## config.mk

```make
export PLATFORM = sky130hd
export DESIGN_NAME = bcd_serial_adder
export DESIGN_NICKNAME = d
export VERILOG_FILES = /design/src/rtl/bcd_pkg.sv /design/src/rtl/bcd_digit_add.sv /design/src/rtl/bcd_serial_adder.sv
export SDC_FILE = /design/constraint.sdc
export NUM_CORES = 1
export LEC_CHECK = 0
export ABC_AREA = 1
export BUFFER_PORTS_ARGS = -buffer_cell sky130_fd_sc_hd__buf_2
export CAP_MARGIN = 20
export CORE_UTILIZATION = 50
export CTS_CLUSTER_DIAMETER = 50
export DETAILED_ROUTE_END_ITERATION = 16
export MAX_ROUTING_LAYER = met4
export PLACE_DENSITY = 0.81
export SETUP_SLACK_MARGIN = 0.3
export SLEW_MARGIN = 25
export SYNTH_ARGS = -nofsm -noshare
export SYNTH_HDL_FRONTEND = slang
export SYNTH_HIERARCHICAL = 1
export SYNTH_SLANG_ARGS = --single-unit
```

## constraint.sdc

```tcl
create_clock -name clk -period 3.05 [get_ports clk]
set_input_delay 0.305 -clock clk [delete_from_list [all_inputs] [get_ports clk]]
set_output_delay 0.305 -clock clk [all_outputs]
set_load 0.02 [all_outputs]
```

## src/rtl/bcd_pkg.sv

```systemverilog
// Shared types and constants for the serial BCD adder.
// Holds the controller state encoding and decimal digit limits.
package bcd_pkg;

   typedef enum logic [1:0] {
      IDLE = 2'd0,
      ADD  = 2'd1,
      DONE = 2'd2
   } state_t;

   localparam logic [3:0] BCD_MAX  = 4'd9;
   localparam logic [3:0] BCD_CORR = 4'd6;

endpackage

```

## src/rtl/bcd_digit_add.sv

```systemverilog
// One-digit decimal adder with +6 correction.
// Flags operand digits outside 0..9 but still applies the correction.
module bcd_digit_add
   import bcd_pkg::*;
(
   input  logic [3:0] a_i,
   input  logic [3:0] b_i,
   input  logic       ci,
   output logic [3:0] digit,
   output logic       co,
   output logic       bad
);

   logic [4:0] raw;

   // Binary sum, then decimal correction when it passes nine.
   always_comb begin
      raw   = {1'b0, a_i} + {1'b0, b_i} + {4'b0, ci};
      co    = (raw > {1'b0, BCD_MAX});
      digit = co ? (raw[3:0] + BCD_CORR) : raw[3:0];
      bad   = (a_i > BCD_MAX) | (b_i > BCD_MAX);
   end

endmodule

```

## src/rtl/bcd_serial_adder.sv

```systemverilog
// Digit-serial BCD adder: one digit per clock, LSD first.
// Results are committed only when the last digit is processed.
module bcd_serial_adder
   import bcd_pkg::*;
#(
   parameter int NDIG = 4
) (
   input  logic              clk,
   input  logic              rst,
   input  logic              start,
   input  logic [4*NDIG-1:0] a,
   input  logic [4*NDIG-1:0] b,
   input  logic              cin,
   output logic              busy,
   output logic              done,
   output logic [4*NDIG-1:0] s,
   output logic              cout,
   output logic              err
);

   localparam int W  = 4 * NDIG;
   localparam int CW = (NDIG > 1) ? $clog2(NDIG) : 1;

   state_t state;
   state_t nxt;

   logic [W-1:0]  a_sh;
   logic [W-1:0]  b_sh;
   logic [W-5:0]  r_sh;
   logic [W-1:0]  cat;
   logic [CW-1:0] cnt;
   logic          carry;
   logic          err_acc;
   logic          last;
   logic [3:0]    dig;
   logic          co;
   logic          bad;

   bcd_digit_add u_dig (
      .a_i   (a_sh[3:0]),
      .b_i   (b_sh[3:0]),
      .ci    (carry),
      .digit (dig),
      .co    (co),
      .bad   (bad)
   );

   assign last = (cnt == CW'(NDIG - 1));
   assign cat  = {dig, r_sh};

   // Controller state register.
   always_ff @(posedge clk) begin
      if (rst) state <= IDLE;
      else     state <= nxt;
   end

   // Next-state logic and status outputs.
   always_comb begin
      nxt  = state;
      busy = 1'b1;
      done = 1'b0;
      unique case (state)
         IDLE: begin
            busy = 1'b0;
            if (start) nxt = ADD;
         end
         ADD: begin
            if (last) nxt = DONE;
         end
         DONE: begin
            done = 1'b1;
            nxt  = IDLE;
         end
         default: nxt = IDLE;
      endcase
   end

   // Operand/result shifting and end-of-add commit.
   always_ff @(posedge clk) begin
      if (rst) begin
         a_sh    <= '0;
         b_sh    <= '0;
         r_sh    <= '0;
         cnt     <= '0;
         carry   <= 1'b0;
         err_acc <= 1'b0;
         s       <= '0;
         cout    <= 1'b0;
         err     <= 1'b0;
      end else begin
         unique case (state)
            IDLE: begin
               if (start) begin
                  a_sh    <= a;
                  b_sh    <= b;
                  carry   <= cin;
                  cnt     <= '0;
                  err_acc <= 1'b0;
               end
            end
            ADD: begin
               a_sh    <= a_sh >> 4;
               b_sh    <= b_sh >> 4;
               r_sh    <= cat[W-1:4];
               carry   <= co;
               err_acc <= err_acc | bad;
               cnt     <= cnt + 1'b1;
               if (last) begin
                  s    <= cat;
                  cout <= co;
                  err  <= err_acc | bad;
               end
            end
            default: ;
         endcase
      end
   end

endmodule
```

==> metrics.txt <==
Non-Filler Instances=569; Met2 Routed Length=3330 um; unrepaired setup endpoints after global routing=false; Worst Setup SP=a_sh[0]; Post-Route Setup TNS=0 ns; CTS Buf Count=9; final net count=532; status=finished, final reports clean; placed cell area=3410 um2; vias per cell=5.05; count of final setup violators=0; GRT Residual Overflow=0; number of synthesized register bits=68; synthesized cell area=3140 um2; # H-tree levels=3; Final Hold Fails=0; final worst slack=0.615 ns; Max Cap Viol=0; Core Area=5990 um2; Leak=1.79 nW; CTS Hold Bufs=0; CTS tree=built; syn nets=485; WL final=6720 um; DRT iter0 DRCs=106; largest area contributor in the netlist=dfxtp_1; Initial Util=0.525; Synth top area share=0.433; fmax=411 MHz; post-route ant nets=0; CTS Sinks=68; Post-Place Cells=553; WL per Instance=11.8 um; WP data arrival=2.65 ns; Pwr Density=548 nW/um2; minimum clock period after layout=2.44 ns; worst skew pair latency=0.34 ns; max layer used=met4; GP Congestion=0.845; maximum vdd drop=0.373 mV; Worst Hold Launch=b[12]; dpl ws=0.618 ns; crit start category=flip-flop; root buf cell=clkbuf_8; Post-CTS Setup Inserts=0; CP max FO=4; Mapped Avg Cell Area=7.11 um2; I/O Buffers=55; Synth warnings=6; Detail Route met3 WL=298 um; first-pass GRT wire length=11,400 um; register area share after synthesis=0.433; Die Y=81.3 um; RR Startpoint=a_sh[0]; Layout area overhead=14.7%; post-CTS resize count=0; CTS Buffer Depth=2; HP Class=in2reg; Ant. Diodes=0; Tot GR Track Use=0.233; initial antenna violation count=0; critical path class=reg2reg; die area=6610 um2; share of cells above drive strength 1=0.194; Site Rows=28; DRT Pass-1 Iters=4; Post-Syn Instances=442; DR vias=2,871; clock-pin slew of the registers on the worst-case setup and hold paths=0.07 ns; largest net degree at the start of global routing=47; Max-slew headroom=0.628; io pins=56; Die Width=81.3 um; total power=1.98 mW; largest cells by area after synthesis=dfxtp_1, nand3_1, nand2_1; # DRC=0; Worst EP required=3.26 ns; number of global-route vias before repair=2,624; wire length on met1=3020 um; worst clock skew=0.00626 ns; Least-Margin Pin Slew=0.556 ns; Post-DP HPWL=4500 um; Tcrit/Tclk final=0.798; final instance area=3610 um2; CP Capture Type=flip-flop; Final Slew Violations=0; post-synth cell types=23
==> worst max-delay path, stage by stage (launching register included) <==
cell and delay, ns:
dfxtp_1 0.34, fa_1 0.48, fa_1 0.40, nand2_1 0.11, nand2_2 0.09, ha_1 0.27
a21oi_4 0.16, nand2_4 0.09, nand3_1 0.07, nand2_1 0.08, o21ai_0 0.17, a21oi_1 0.06
==> area by class of cell <==
type	count	area, um2
fill	591	2380
multi-input combinational	301	1460
sequential	68	1360
timing repair buffer	61	320
inverter	48	180
clock buffer	9	124
tap	75	93.8
clock inverter	7	67.6
==> synth_stat cells, drive strengths merged <==
cell	count
nor2	74
o21a	1
dfxtp	68
ha	5
clkbuf	9
inv	48
fa	2
buf	16
o21ai	30
nand3	80
a211oi	2
a21oi	25
nand2	82
==> flip-flops by register name, summed over array words and instances, names as in the netlist <==
name     cells
s           16
r_sh        12
a_sh        16
carry        1
b_sh        16
cout         1
state        2
err_acc      1
cnt          2
err          1
==> placed cells by master, fill, tap and decap left out <==
cell type,instances
a211oi_1,2
a21oi_1,23
a21oi_2,1
a21oi_4,1
buf_2,55
buf_4,6
bufinv_16,1
clkbuf_8,9
clkinv_2,3
clkinvlp_4,3
dfxtp_1,68
fa_1,2
ha_1,5
inv_1,46
inv_2,2
nand2_1,72
nand2_2,7
nand2_4,3
nand3_1,80
nor2_1,69
nor2_2,4
nor2_4,1
o21a_1,1
o21ai_0,29
o21ai_1,1
==> path summary, 6_finish.rpt <==
| kind | to | slack [ns] | depth (start not counted) |
|---|---|---|---|
| hold / removal | b_sh[12] | 0.21 | 3 |
| setup / recovery | r_sh[9] | 0.61 | 11 |
| hold reg to reg | r_sh[11] | 0.47 | 2 |
| setup reg to reg | r_sh[9] | 0.61 | 11 |
==> stage by stage <==
step	utilization	hold slack [ns]
after floorplan	-	0.429
after global placement	0.570	0.448
after detailed placement	0.570	0.455
after CTS	0.602	0.199
after global routing	0.602	0.198
final	0.602	0.208
==> cell families (layout without fill, tap and decap cells) <==
group | Yosys count | in the layout | synth area share
DFF | 68 | 68 | 0.433
buffers and inverters | 73 | 125 | 0.103
AOI/OAI and AO/OA | 58 | 58 | 0.0995
adders and majority gates | 7 | 7 | 0.0326
and+or+nand+nor | 236 | 236 | 0.332
==> where the power goes <==
part | total, mW | leakage [nW] | switching (mW) | internal (mW)
registers | 0.967 | 0.556 | 0.0316 | 0.935
clock network | 0.706 | 0.0910 | 0.334 | 0.372
logic | 0.302 | 1.15 | 0.190 | 0.112
==> routing by layer <==
metal  GRT usage  vias up
met5           -        -
met2       0.402       72
met3      0.0764        6
met4      0.0589        0
met1       0.258     1291
li1            -     1502
Note: power is estimated with default switching activity, not from simulation.
